`src/rtl/pulp_cluster_package.sv`:
```
// Shared definitions for the cluster configuration slave.
// Holds the AXI response encodings and the state enumerations
// of the write and read channel FSMs.
package pulp_cluster_package;

  localparam logic [1:0] RESP_OKAY   = 2'b00;
  localparam logic [1:0] RESP_SLVERR = 2'b10;

  typedef enum logic [1:0] {
    W_IDLE,
    W_WAIT_W,
    W_WAIT_AW,
    W_RESP
  } wr_state_e;

  typedef enum logic {
    R_IDLE,
    R_RESP
  } rd_state_e;

endpackage

```
`src/rtl/cluster_axilite_cfg_slave.sv`:
```
// AXI-Lite slave exposing a bank of NB_REGS configuration registers.
// Register 0 is a read-only identification word (ID_VALUE); registers
// 1..NB_REGS-1 are read/write with byte strobes.
//
// Ports:
//   clk_i, rst_i              clock, asynchronous active-high reset
//   aw_* / w_* / b_*          write address, write data, write response
//   ar_* / r_*                read address, read data
//   cfg_regs_o                all registers flattened, register i at
//                             [i*DATA_WIDTH +: DATA_WIDTH]
//   cfg_wr_o, cfg_wr_idx_o    one-cycle pulse and index of each register
//                             update (writes to register 0 do not pulse)
module cluster_axilite_cfg_slave
  import pulp_cluster_package::*;
#(
  parameter int unsigned ADDR_WIDTH = 64,
  parameter int unsigned DATA_WIDTH = 64,
  parameter int unsigned NB_REGS    = 16,
  parameter logic [63:0] ID_VALUE   = 64'h0
) (
  input  logic                          clk_i,
  input  logic                          rst_i,
  input  logic [ADDR_WIDTH-1:0]         aw_addr_i,
  input  logic                          aw_valid_i,
  output logic                          aw_ready_o,
  input  logic [DATA_WIDTH-1:0]         w_data_i,
  input  logic [DATA_WIDTH/8-1:0]       w_strb_i,
  input  logic                          w_valid_i,
  output logic                          w_ready_o,
  output logic [1:0]                    b_resp_o,
  output logic                          b_valid_o,
  input  logic                          b_ready_i,
  input  logic [ADDR_WIDTH-1:0]         ar_addr_i,
  input  logic                          ar_valid_i,
  output logic                          ar_ready_o,
  output logic [DATA_WIDTH-1:0]         r_data_o,
  output logic [1:0]                    r_resp_o,
  output logic                          r_valid_o,
  input  logic                          r_ready_i,
  output logic [NB_REGS*DATA_WIDTH-1:0] cfg_regs_o,
  output logic                          cfg_wr_o,
  output logic [$clog2(NB_REGS)-1:0]    cfg_wr_idx_o
);

  localparam int unsigned STRB_W = DATA_WIDTH / 8;
  localparam int unsigned OFF_W  = $clog2(STRB_W);
  localparam int unsigned IDX_W  = $clog2(NB_REGS);

  // Only the register-index field of an address matters: the crossbar has
  // already decoded the window, and sub-word offsets are ignored.
  function automatic logic [IDX_W-1:0] reg_idx(input logic [ADDR_WIDTH-1:0] addr);
    return addr[OFF_W +: IDX_W];
  endfunction

  logic unused_addr_bits;
  assign unused_addr_bits = ^{aw_addr_i, ar_addr_i};

  wr_state_e wr_state, wr_state_next;
  rd_state_e rd_state, rd_state_next;

  logic                   aw_hs, w_hs, ar_hs;
  logic                   wr_commit, latch_aw, latch_w;
  logic [IDX_W-1:0]       aw_idx_q;
  logic [DATA_WIDTH-1:0]  w_data_q;
  logic [STRB_W-1:0]      w_strb_q;
  logic [IDX_W-1:0]       cm_idx;
  logic [DATA_WIDTH-1:0]  cm_data;
  logic [STRB_W-1:0]      cm_strb;
  logic                   cm_is_id;
  logic [DATA_WIDTH-1:0]  regs_q [1:NB_REGS-1];

  // ---------------------------------------------------------------------------
  // Write channel FSM
  // ---------------------------------------------------------------------------
  always_ff @(posedge clk_i or posedge rst_i) begin
    if (rst_i) wr_state <= W_IDLE;
    else       wr_state <= wr_state_next;
  end

  always_comb begin
    wr_state_next = wr_state;
    aw_ready_o    = 1'b0;
    w_ready_o     = 1'b0;
    b_valid_o     = 1'b0;
    latch_aw      = 1'b0;
    latch_w       = 1'b0;
    wr_commit     = 1'b0;

    // Readies depend on state only, never on an incoming valid.
    unique case (wr_state)
      W_IDLE:    begin aw_ready_o = 1'b1; w_ready_o = 1'b1; end
      W_WAIT_W:  w_ready_o  = 1'b1;
      W_WAIT_AW: aw_ready_o = 1'b1;
      W_RESP:    b_valid_o  = 1'b1;
      default:   ;
    endcase
    if (rst_i) begin
      aw_ready_o = 1'b0;
      w_ready_o  = 1'b0;
    end

    aw_hs = aw_valid_i & aw_ready_o;
    w_hs  = w_valid_i & w_ready_o;

    unique case (wr_state)
      W_IDLE: begin
        if (aw_hs && w_hs) begin
          wr_commit     = 1'b1;
          wr_state_next = W_RESP;
        end else if (aw_hs) begin
          latch_aw      = 1'b1;
          wr_state_next = W_WAIT_W;
        end else if (w_hs) begin
          latch_w       = 1'b1;
          wr_state_next = W_WAIT_AW;
        end
      end
      W_WAIT_W: begin
        if (w_hs) begin
          wr_commit     = 1'b1;
          wr_state_next = W_RESP;
        end
      end
      W_WAIT_AW: begin
        if (aw_hs) begin
          wr_commit     = 1'b1;
          wr_state_next = W_RESP;
        end
      end
      W_RESP: begin
        if (b_ready_i) wr_state_next = W_IDLE;
      end
      default: wr_state_next = W_IDLE;
    endcase
  end

  // Commit operands: whichever half arrived earlier comes from its latch.
  assign cm_idx   = (wr_state == W_WAIT_W)  ? aw_idx_q : reg_idx(aw_addr_i);
  assign cm_data  = (wr_state == W_WAIT_AW) ? w_data_q : w_data_i;
  assign cm_strb  = (wr_state == W_WAIT_AW) ? w_strb_q : w_strb_i;
  assign cm_is_id = (cm_idx == '0);

  // ---------------------------------------------------------------------------
  // Write datapath: latches, register bank, response and update pulse
  // ---------------------------------------------------------------------------
  always_ff @(posedge clk_i or posedge rst_i) begin
    if (rst_i) begin
      aw_idx_q     <= '0;
      w_data_q     <= '0;
      w_strb_q     <= '0;
      cfg_wr_o     <= 1'b0;
      cfg_wr_idx_o <= '0;
      b_resp_o     <= RESP_OKAY;
      for (int i = 1; i < NB_REGS; i++) regs_q[i] <= '0;
    end else begin
      if (latch_aw) aw_idx_q <= reg_idx(aw_addr_i);
      if (latch_w) begin
        w_data_q <= w_data_i;
        w_strb_q <= w_strb_i;
      end

      cfg_wr_o <= wr_commit & ~cm_is_id;
      if (wr_commit) begin
        b_resp_o <= cm_is_id ? RESP_SLVERR : RESP_OKAY;
        if (!cm_is_id) cfg_wr_idx_o <= cm_idx;
      end

      // Byte-lane merge; a zero strobe still counts as a committed write.
      for (int i = 1; i < NB_REGS; i++) begin
        if (wr_commit && (cm_idx == IDX_W'(i))) begin
          for (int b = 0; b < STRB_W; b++) begin
            if (cm_strb[b]) regs_q[i][8*b +: 8] <= cm_data[8*b +: 8];
          end
        end
      end
    end
  end

  assign cfg_regs_o[DATA_WIDTH-1:0] = ID_VALUE[DATA_WIDTH-1:0];
  for (genvar g = 1; g < NB_REGS; g++) begin : g_flat
    assign cfg_regs_o[g*DATA_WIDTH +: DATA_WIDTH] = regs_q[g];
  end

  // ---------------------------------------------------------------------------
  // Read channel FSM
  // ---------------------------------------------------------------------------
  always_ff @(posedge clk_i or posedge rst_i) begin
    if (rst_i) rd_state <= R_IDLE;
    else       rd_state <= rd_state_next;
  end

  always_comb begin
    rd_state_next = rd_state;
    ar_ready_o    = (rd_state == R_IDLE) & ~rst_i;
    r_valid_o     = (rd_state == R_RESP);
    ar_hs         = ar_valid_i & ar_ready_o;

    unique case (rd_state)
      R_IDLE:  if (ar_hs) rd_state_next = R_RESP;
      R_RESP:  if (r_ready_i) rd_state_next = R_IDLE;
      default: rd_state_next = R_IDLE;
    endcase
  end

  // ---------------------------------------------------------------------------
  // Read datapath: sampled from the bank before any same-edge write lands
  // ---------------------------------------------------------------------------
  always_ff @(posedge clk_i or posedge rst_i) begin
    if (rst_i) begin
      r_data_o <= '0;
      r_resp_o <= RESP_OKAY;
    end else if (ar_hs) begin
      r_data_o <= cfg_regs_o[reg_idx(ar_addr_i)*DATA_WIDTH +: DATA_WIDTH];
      r_resp_o <= RESP_OKAY;
    end
  end

endmodule
```
`config.mk`:
```
export PLATFORM = sky130hd
export DESIGN_NAME = cluster_axilite_cfg_slave
export DESIGN_NICKNAME = d
export VERILOG_FILES = /design/src/rtl/pulp_cluster_package.sv /design/src/rtl/cluster_axilite_cfg_slave.sv
export SDC_FILE = /design/constraint.sdc
export NUM_CORES = 2
export LEC_CHECK = 0
export BUFFER_PORTS_ARGS = -buffer_cell sky130_fd_sc_hd__buf_2
export CAP_MARGIN = 40
export CORE_AREA = 2 2 511 513
export DETAILED_ROUTE_END_ITERATION = 10
export DIE_AREA = 0 0 513 515
export REMOVE_ABC_BUFFERS = 1
export SYNTH_ARGS = -nofsm -noshare
export SYNTH_HDL_FRONTEND = slang
export SYNTH_SLANG_ARGS = --single-unit
```
`constraint.sdc`:
```
create_clock -name clk_i -period 36.5 [get_ports clk_i]
set_input_delay 7.3 -clock clk_i [delete_from_list [all_inputs] [get_ports clk_i]]
set_output_delay 7.3 -clock clk_i [all_outputs]
set_load 0.02 [all_outputs]
```
==> impl_metrics.json <==
{
  "status": "complete, no violations",
  "cts_tree": "built",
  "power_density_mw_per_mm2": 77.05,
  "postSynthAreaPerCell_um2": 15.04,
  "drv_cap": 0,
  "ys_ff_latch": 1109,
  "p_total_w": 0.005140,
  "port_buffers": 1121,
  "postCtsHoldBufs": 0,
  "setup_violations": 0,
  "min_period_ns": 15.81,
  "first_global_vias": 38530,
  "hpwl_um": 200000,
  "peakVddDrop_v": 0.00005250,
  "final_cell_area_mm2": 0.06671,
  "yosys_warnings": 0,
  "yosysSeqAreaShare_pct": 53.47,
  "period_share_pct": 43.32,
  "synthCells": 3451,
  "rows": 187,
  "syn_to_final_growth_pct": 28.53,
  "drt_pass1_iterations": 5,
  "drcViolationCount": 0,
  "grtUsageTotal_pct": 19.34,
  "post_cts_resized": 0,
  "crit_required_ns": 29.20,
  "h-tree-depth": 4,
  "worstPathArrival_ns": 8.51,
  "place_congestion": 0.8824,
  "path_clk_slew_ns": 0.05,
  "drtAntennaViolNets": 0,
  "rsz0062_at_grt": "false",
  "cts_root_buffer": "clkbuf_16",
  "intPower_w": 0.003012,
  "num-nets-final": 4805,
  "tightest_slew_ns": 1.113,
  "async_reset_ff_share_pct": 100.0,
  "critPathKind": "primary input to primary output",
  "cts_max_path_buffers": 3,
  "place_inst": 7858,
  "fin_cells": 8123,
  "cp-start-kind": "primary input",
  "cp-end-kind": "primary output",
  "cts_setup_buffers": 0,
  "critPathSlowestCell": "inv_8",
  "grt_max_degree": 170,
  "path_common_cell": "buf_2",
  "placed_cell_area_mm2": 0.06202,
  "clkPwrFrac_pct": 27.7,
  "wirelength_um": 263100,
  "worstPathCellList": "buf_2 > inv_8 > and2_1 > buf_2",
  "max_freq_mhz": 63.24,
  "finalWorstSetupSlack_ns": 20.69,
  "combPwrFrac_pct": 36.9,
  "gr-total-overflow": 0,
  "fin_util_pct": 25.80,
  "die_x_um": 513,
  "clk-insertion-delay-late_ns": 0.82,
  "core_mm2": 0.2585,
  "path_buf_inv": 3,
  "yosysUniqueCellTypes": 47,
  "cts_buffers": 135,
  "clkSinkCount": 1109,
  "start_util_pct": 20.08,
  "pre_cts_ws_ns": 20.56,
  "antenna_found_initial": 45,
  "ys.flop_type": "dfrtp_1",
  "hold_viol_final": 0,
  "dieHeight_um": 515,
  "skew_ns": 0.04375,
  "vias": 37070,
  "hold_class": "register to register",
  "power.leakage_nw": 33.93,
  "report.final.slew_viol_count": 0,
  "path_max_fanout": 82,
  "io_pins": 1309,
  "viasPerCell": 4.564,
  "crit_family": "buffers and inverters",
  "grt_pass1_wl_um": 350000,
  "drtIter0Drc": 2678,
  "synth_edf_count": 0,
  "slowest_delay_ns": 0.43,
  "netlist_area_mm2": 0.05190,
  "maxSlewHeadroom_pct": 25.83,
  "avgRoutedWirePerCell_um": 32.39,
  "power_frac_seq_pct": 35.5,
  "p_sw_share_pct": 41.40,
  "switchingPower_w": 0.002128,
  "die-area_mm2": 0.2642,
  "drive_gt1_share_pct": 61.42
}
## worst paths after layout
path,from,end,slack [ns],cells after the start
setup / recovery,rst_i,w_ready_o,20.69,4
hold / removal,cfg_wr_idx_o[1],cfg_wr_idx_o[1],0.50,1
setup reg to reg,wr_state[0],cfg_regs_o[829],32.14,8
hold reg to reg,cfg_wr_idx_o[1],cfg_wr_idx_o[1],0.50,1
max in group asynchronous,rst_i,cfg_regs_o[875],26.45,7
min in group asynchronous,rst_i,cfg_regs_o[65],6.68,2
## through the flow
step	hold slack, ns	TNS, ns
after floorplan	0.4751	-2324.73
after global placement	0.4756	0
after detailed placement	0.4901	0
after CTS	0.5029	0
after global routing	0.5128	0
final	0.4966	0
## logic make-up (layout without fill, tap and decap cells)
| group | Yosys count | count (layout) | synth area share [%] |
|---|---|---|---|
| buf+inv | 301 | 1483 | 2.922 |
| mux | 1499 | 1499 | 34.92 |
| fa+ha+maj | 5 | 5 | 0.1205 |
| compound gates | 293 | 293 | 4.062 |
| simple gates | 243 | 243 | 4.503 |
| flops | 1109 | 1109 | 53.47 |
| other cells | 1 | 89 | 0.007225 |
## cell usage after synthesis (2+ instances only)
cell / count / area [um^2]
a211oi_1: 6 / 45.04
a211oi_2: 10 / 125.1
a21oi_1: 66 / 330.3
a311oi_1: 64 / 560.5
and2_1: 2 / 12.51
and3b_1: 4 / 35.03
buf_1: 27 / 101.4
buf_2: 60 / 300.3
buf_4: 73 / 548.0
buf_6: 5 / 56.30
clkbuf_1: 128 / 480.5
dfrtp_1: 1109 / 27750
ha_1: 5 / 62.56
inv_1: 8 / 30.03
mux2_1: 22 / 247.7
mux2_2: 1127 / 12690
mux2_4: 16 / 240.2
mux2i_1: 206 / 2062
mux4_2: 128 / 2883
nand2_1: 6 / 22.52
nand2b_1: 4 / 25.02
nand3_1: 11 / 55.05
nand3_2: 41 / 410.4
nand3b_4: 2 / 40.04
nor2_1: 72 / 270.3
nor3_4: 65 / 1057
nor3b_1: 3 / 22.52
nor3b_2: 2 / 25.02
nor3b_4: 4 / 75.07
nor4_4: 7 / 148.9
o22ai_1: 129 / 807.0
o22ai_4: 8 / 160.2
o2bb2ai_1: 4 / 35.03
or2_1: 4 / 25.02
or2_2: 11 / 68.82
## metal layers
metal | wire (um) | vias up | GRT usage, % | share of wire, %
met5 | 169 | - | 0 | 0.064
met4 | 13200 | 26 | 9.081 | 5.0
met3 | 22400 | 457 | 6.629 | 8.5
met2 | 123600 | 1723 | 31.50 | 47
met1 | 103800 | 19660 | 22.79 | 39
li1 | - | 15210 | - | -
## power groups by stage
stage	logic [W]	registers, W	clock network (W)
finish	0.00189	0.00182	0.00142
global route	0.00200	0.00186	0.00150
CTS	0.00193	0.00181	0.00146
detailed placement	0.00192	0.00183	0
global placement	0.00189	0.00181	0
floorplan	0.000712	0.00211	0
## registers in the layout (all words and copies together) (netlist names)
signal,count
aw_idx_q,4
b_resp_o,1
r_valid_o,1
wr_state,2
r_data_o,64
w_strb_q,8
cfg_wr_o,1
cfg_wr_idx_o,4
w_data_q,64
cfg_regs_o,960
## layout make-up
cell class / count / area [um^2]
diodes: 22 / 55.05
repair buffers: 1232 / 6992
multi-input cells: 2107 / 22980
flip-flops and latches: 1109 / 27750
clock inverters: 49 / 740.7
inverters: 8 / 37.54
fillers: 26890 / 191800
well taps: 3402 / 4257
clock buffers: 194 / 3900
## cell usage in the layout, fill, tap and decap left out, drive strengths merged, types with 16 or more instances in the layout
master | synthesis | layout
nor2 | 73 | 73
mux2 | 1165 | 1165
a21oi | 66 | 66
a211oi | 16 | 16
clkbuf | 128 | 194
nand3 | 52 | 52
conb | 1 | 67
inv | 8 | 20
nor3 | 66 | 66
diode | 0 | 22
dfrtp | 1109 | 1109
buf | 165 | 1232
mux2i | 206 | 206
clkinv | 0 | 26
mux4 | 128 | 128
o22ai | 137 | 137
a311oi | 64 | 64
(Power assumes the default switching activity.)
